===== src/rtl/core_obuf_p2s_if.sv =====
// Outgoing link bus for the core output buffer: GBUS_DATA-wide beats with valid/ready handshake.
interface core_obuf_p2s_if #(
    parameter int unsigned GBUS_DATA = 64
) ();
    logic [GBUS_DATA-1:0] gbus_wdata;
    logic                 gbus_wvalid;
    logic                 gbus_wready;

    modport master (output gbus_wdata, output gbus_wvalid, input gbus_wready);
    modport slave  (input gbus_wdata, input gbus_wvalid, output gbus_wready);
endinterface


===== src/rtl/core_obuf_p2s.sv =====
// Output buffer: FIFO of wide result words serialized LSB-slice-first onto the link bus.
// Optional sticky dropped-write flag obuf_overflow enabled by `define CORE_OBUF_OVF_FLAG_EN.
module core_obuf_p2s #(
    parameter int unsigned GBUS_DATA   = 64,
    parameter int unsigned OBUF_DATA   = 256,
    parameter int unsigned OBUF_DEPTH  = 8,
    parameter int unsigned OBUF_ADDR   = $clog2(OBUF_DEPTH),
    parameter int unsigned ALERT_DEPTH = 2
) (
    input  logic                 clk,
    input  logic                 rstn,
    input  logic                 obuf_clr,
    input  logic [OBUF_DATA-1:0] obuf_wdata,
    input  logic                 obuf_wen,
    output logic                 obuf_full,
    output logic                 obuf_almost_full,
    output logic                 obuf_empty,
    output logic                 obuf_idle,
`ifdef CORE_OBUF_OVF_FLAG_EN
    output logic                 obuf_overflow,
`endif
    core_obuf_p2s_if.master      gbus
);

    localparam int unsigned R     = OBUF_DATA / GBUS_DATA;
    localparam int unsigned CNT_W = $clog2(R);
    localparam int unsigned PTR_W = OBUF_ADDR + 1;

    typedef enum logic [1:0] {IDLE, FETCH, SEND} state_t;

    state_t                 state;
    logic [PTR_W-1:0]       wptr;
    logic [PTR_W-1:0]       rptr;
    logic [PTR_W-1:0]       count;
    logic [OBUF_DATA-1:0]   mem [OBUF_DEPTH];
    logic [OBUF_DATA-1:0]   rdata;
    logic [OBUF_DATA-1:0]   shift_reg;
    logic [CNT_W-1:0]       beat_cnt;
    logic                   wvalid;
    logic                   wr_en;
    logic                   ren;
    logic                   hs;
    logic                   last_beat;

    // Flags decode straight from the registered pointers; MSB is the wrap bit.
    assign obuf_empty       = (wptr == rptr);
    assign obuf_full        = (wptr[OBUF_ADDR] != rptr[OBUF_ADDR]) &&
                              (wptr[OBUF_ADDR-1:0] == rptr[OBUF_ADDR-1:0]);
    assign count            = wptr - rptr;
    assign obuf_almost_full = ((PTR_W'(OBUF_DEPTH) - count) <= PTR_W'(ALERT_DEPTH));
    assign obuf_idle        = obuf_empty && (state == IDLE);

    assign hs        = wvalid & gbus.gbus_wready;
    assign last_beat = hs && (beat_cnt == CNT_W'(R - 1));
    assign wr_en     = obuf_wen & ~obuf_full & ~obuf_clr;
    assign ren       = ~obuf_clr & ~obuf_empty & ((state == IDLE) | last_beat);

    assign gbus.gbus_wdata  = shift_reg[GBUS_DATA-1:0];
    assign gbus.gbus_wvalid = wvalid;

    // Storage array with registered read port; no reset needed on data.
    always_ff @(posedge clk) begin
        if (wr_en) mem[wptr[OBUF_ADDR-1:0]] <= obuf_wdata;
        if (ren)   rdata <= mem[rptr[OBUF_ADDR-1:0]];
    end

    // Pointers and serializer; a pop on the last beat chains straight into FETCH.
    always_ff @(posedge clk or negedge rstn) begin
        if (!rstn) begin
            wptr      <= '0;
            rptr      <= '0;
            state     <= IDLE;
            shift_reg <= '0;
            beat_cnt  <= '0;
            wvalid    <= 1'b0;
        end else if (obuf_clr) begin
            wptr      <= '0;
            rptr      <= '0;
            state     <= IDLE;
            shift_reg <= '0;
            beat_cnt  <= '0;
            wvalid    <= 1'b0;
        end else begin
            if (wr_en) wptr <= wptr + PTR_W'(1);
            if (ren)   rptr <= rptr + PTR_W'(1);
            case (state)
                IDLE: begin
                    if (ren) state <= FETCH;
                end
                FETCH: begin
                    shift_reg <= rdata;
                    beat_cnt  <= '0;
                    wvalid    <= 1'b1;
                    state     <= SEND;
                end
                SEND: begin
                    if (hs) begin
                        shift_reg <= shift_reg >> GBUS_DATA;
                        beat_cnt  <= beat_cnt + CNT_W'(1);
                        if (last_beat) begin
                            wvalid <= 1'b0;
                            state  <= ren ? FETCH : IDLE;
                        end
                    end
                end
                default: state <= IDLE;
            endcase
        end
    end

`ifdef CORE_OBUF_OVF_FLAG_EN
    always_ff @(posedge clk or negedge rstn) begin
        if (!rstn)                       obuf_overflow <= 1'b0;
        else if (obuf_clr)               obuf_overflow <= 1'b0;
        else if (obuf_wen && obuf_full)  obuf_overflow <= 1'b1;
    end
`endif

endmodule


===== src/flat_wrapper.sv =====
// flat-port wrapper written by rule: the top's interface ports become plain ports
module core_obuf_p2s_flat 
#(
    parameter int unsigned GBUS_DATA   = 64,
    parameter int unsigned OBUF_DATA   = 256,
    parameter int unsigned OBUF_DEPTH  = 8,
    parameter int unsigned OBUF_ADDR   = $clog2(OBUF_DEPTH),
    parameter int unsigned ALERT_DEPTH = 2
)
  (clk, rstn, obuf_clr, obuf_wdata, obuf_wen, obuf_full, obuf_almost_full, obuf_empty, obuf_idle, gbus_gbus_wdata, gbus_gbus_wvalid, gbus_gbus_wready);
  core_obuf_p2s_if #(.GBUS_DATA(GBUS_DATA)) gbus_i ();
  input  logic clk;
  input  logic rstn;
  input  logic obuf_clr;
  input  logic [OBUF_DATA-1:0] obuf_wdata;
  input  logic obuf_wen;
  output logic obuf_full;
  output logic obuf_almost_full;
  output logic obuf_empty;
  output logic obuf_idle;
  output wire logic [$bits(gbus_i.gbus_wdata)-1:0] gbus_gbus_wdata;
  output wire logic [$bits(gbus_i.gbus_wvalid)-1:0] gbus_gbus_wvalid;
  input wire logic [$bits(gbus_i.gbus_wready)-1:0] gbus_gbus_wready;
  assign gbus_gbus_wdata = gbus_i.gbus_wdata;
  assign gbus_gbus_wvalid = gbus_i.gbus_wvalid;
  assign gbus_i.gbus_wready = gbus_gbus_wready;
  core_obuf_p2s #(.GBUS_DATA(GBUS_DATA), .OBUF_DATA(OBUF_DATA), .OBUF_DEPTH(OBUF_DEPTH), .OBUF_ADDR(OBUF_ADDR), .ALERT_DEPTH(ALERT_DEPTH)) u_core (.clk(clk), .rstn(rstn), .obuf_clr(obuf_clr), .obuf_wdata(obuf_wdata), .obuf_wen(obuf_wen), .obuf_full(obuf_full), .obuf_almost_full(obuf_almost_full), .obuf_empty(obuf_empty), .obuf_idle(obuf_idle), .gbus(gbus_i));
endmodule

===== config.mk =====
export PLATFORM = sky130hd
export DESIGN_NAME = core_obuf_p2s_flat
export DESIGN_NICKNAME = d
export VERILOG_FILES = /design/src/rtl/core_obuf_p2s_if.sv /design/src/rtl/core_obuf_p2s.sv /design/src/flat_wrapper.sv
export SDC_FILE = /design/constraint.sdc
export NUM_CORES = 2
export LEC_CHECK = 0
export BUFFER_PORTS_ARGS = -buffer_cell sky130_fd_sc_hd__buf_4
export CORE_UTILIZATION = 40
export CTS_BUF_LIST = sky130_fd_sc_hd__clkbuf_8
export DETAILED_ROUTE_END_ITERATION = 10
export PLACE_DENSITY = 0.54
export SYNTH_ARGS = -nofsm -noshare
export SYNTH_HDL_FRONTEND = slang
export SYNTH_SLANG_ARGS = --single-unit

===== constraint.sdc =====
create_clock -name clk -period 49.9 [get_ports clk]
set_clock_uncertainty 0.05 [all_clocks]
set_input_delay 9.98 -clock clk [delete_from_list [all_inputs] [get_ports clk]]
set_output_delay 9.98 -clock clk [all_outputs]
set_load 0.02 [all_outputs]

==> summary.txt <==
Clock tree
  • Cts repair resizes: 0
  • Post-CTS setup buffers: 0
  • CTS sink cnt: 2573
  • H-tree levels: 5
  • Clock Path Buffers: 4
  • Hold Buf Count CTS: 0
  • Worst-Skew Late Latency: 1.09 ns
  • Root Driver: clkbuf_8
  • CTS Buf Count: 435
  • CTS tree: done
  • Worst-path clk slew: 0.06 ns

Power
  • Clock power frac: 33.0%
  • P per Cell Area: 48.2 nW/um^2
  • Switching share of power: 27.0%
  • Reg power frac: 50.6%
  • Worst VDD drop: 0.0312 mV
  • Switch Pwr: 0.00144 W
  • Pleak: 36.3 nW
  • Internal power: 0.00388 W
  • Total power: 0.00531 W
  • Comb pwr share: 16.4%

Floorplanning
  • Die H: 493 microns
  • Ports: 330
  • FP Rows: 180
  • Die width: 493 microns
  • Die area: 243000 sq um
  • Starting Density: 40.2%
  • Core Box Area: 240000 sq um

Drt
  • Initial drt markers: 3468
  • DR pass1 iterations: 5
  • WL met3: 13500 microns
  • Top Layer Used: met5
  • Met1 Routed Length: 106000 microns
  • # DRC: 0
  • DR vias/cell: 5.34
  • Final WL: 241000 microns
  • Antenna viol nets, final: 0
  • Routed WL per cell: 28.1 microns
  • Via count: 45802
  • WL met2: 116000 microns

Synthesis
  • Most common flop cell mapped by yosys: edfxtp_1
  • Post-synth EDFFs: 2304
  • Avg Cell Area, Syn: 21.4 sq um
  • Leading area contributor after synthesis: edfxtp_1
  • Seq cells post-synth: 2573
  • Area contributors post-synth: edfxtp_1 (72%), mux4_2 (12%), dfrtp_1 (7.0%)
  • Most frequent cell after synthesis: edfxtp_1
  • Post-synth ARST share: 10.5%
  • Cells after Synth: 4505
  • Most instantiated cells after synthesis: edfxtp_1 (2304), mux4_2 (512), nand2_1 (323)
  • Post-Syn Area: 96600 sq um
  • Net Count, Synth: 4774
  • Sequential fraction of the synthesis area: 78.6%
  • Synth cell types: 37
  • Synth warnings: 0
  • Post-synth top area share: 71.6%

Worst setup path
  • Startpoint type of the worst setup path: flop
  • R2R depth: 9
  • Critical Path End: obuf_almost_full
  • Critical path startpoint: u_core.rptr[0]
  • Critical Path RT: 39.87 ns
  • R2r endpoint: u_core.mem[0][234]
  • Worst R2R Setup Slack: 44.16 ns
  • Crit. End Element: primary output
  • WP data arrival: 3.68 ns
  • Worst-path fanout max: 36
  • Worst r2r src: u_core.rptr[0]
  • WS Path Type: flop to primary output

STA
  • Setup TNS: 0 ns
  • # setup viols final: 0
  • Worst-Margin Slew: 1.11 ns
  • F_max: 72.9 MHz
  • Unrepaired setup endpoints after global routing: no
  • Final min period: 13.71 ns
  • Final period utilization: 27.5%
  • Fin. max-slew vios: 0
  • Slew margin rel.: 25.9%
  • Fin. Hold Viols: 0

Run
  • Max capacitance violation total: 0

Cells and area
  • Util after Layout: 45.9%
  • Largest register FFs: 2048
  • Share of cells above drive strength 1: 32.3%
  • Layout Nets: 5299
  • P&R area growth vs syn: 14.2%

Global routing
  • GRT Util Overall: 19.9%
  • First-pass GRT wire length: 347000 microns
  • Initial antenna violation count: 83
  • Pin count of the biggest net entering global routing: 187
  • Vias in the first global route: 47195
  • Gr ovfl total: 0

Outcome
  • Status: finished, final reports clean

Place
  • Number of port buffers: 329
  • DP HPWL: 138000 microns
  • GPL Wtd Cong: 0.743

Worst hold path
  • Worst hold path class: flop to flop
## worst min path at each step
stage                                  to             startpoint  cells after the start
CTS                  u_core.shift_reg[39]       u_core.rdata[39]                      2
floorplan           u_core.shift_reg[216]  u_core.shift_reg[216]                      2
finish               u_core.shift_reg[39]       u_core.rdata[39]                      2
global route         u_core.shift_reg[39]       u_core.rdata[39]                      2
global placement    u_core.shift_reg[192]  u_core.shift_reg[192]                      2
detailed placement  u_core.shift_reg[195]  u_core.shift_reg[195]                      2
## critical path, stage by stage, from the launching register on
cell and delay [ns]:
dfrtp_4 0.92, inv_1 0.20, ha_1 0.25, inv_1 0.05, ha_1 0.13, inv_1 0.05, fa_1 0.43, xnor2_1 0.14
xnor2_1 0.12, nor2_1 0.13, buf_4 0.15
## power groups by stage
stage	Sequential, W	Clock (W)	Combinational [W]
after floorplan	0.00268	0	0.000666
after global placement	0.00273	0	0.000885
after detailed placement	0.00273	0	0.000890
after CTS	0.00269	0.00180	0.000894
after global routing	0.00270	0.00190	0.000946
final	0.00269	0.00176	0.000869
## routing by layer
metal | up-vias | global-route usage, %
met5 | - | 0
li1 | 19527 | -
met3 | 469 | 3.85
met4 | 22 | 4.90
met1 | 24450 | 28.0
met2 | 1334 | 31.9
## cell usage in the layout, fill, tap and decap left out, types with 60 or more instances in the layout
cell type / n
dfrtp_1: 266
inv_1: 169
mux2_2: 257
clkbuf_8: 490
nand2_1: 323
a22oi_1: 192
mux4_2: 512
o21ai_0: 60
buf_4: 385
edfxtp_1: 2304
clkinv_1: 82
o21ai_1: 200
## through the flow
step,setup WS (ns),hold slack [ns],std cells,instance area (sq um)
6_report,36.19,0.418,8579,110000
5_1_grt,35.92,0.454,8571,110000
4_1_cts,35.99,0.417,8567,110000
3_5_place_dp,35.50,0.421,7778,102000
3_3_place_gp,35.47,0.412,7778,102000
2_1_floorplan,14.04,0.400,4505,96600
## logic make-up after synthesis
group                    count (synthesis)  synth area share (%)
AO/OA/AOI/OAI                          462                  2.92
XOR/XNOR                                 9                0.0894
adder cells (fa/ha/maj)                  8                 0.111
buffers and inverters                  323                  1.86
flip-flops                            2573                  78.6
multiplexers                           771                  15.0
AND/OR/NAND/NOR                        359                  1.45
## layout make-up
class / instances / area, sq um
Sequential cell: 2573 / 75900
Antenna cell: 12 / 30.0
Clock buffer: 490 / 6740
Fill cell: 20235 / 130000
Clock inverter: 299 / 1400
Multi-Input combinational cell: 1609 / 18900
Tap cell: 3185 / 3990
Timing Repair Buffer: 403 / 3250
Inverter: 8 / 30.0
(Power assumes the default switching activity.)
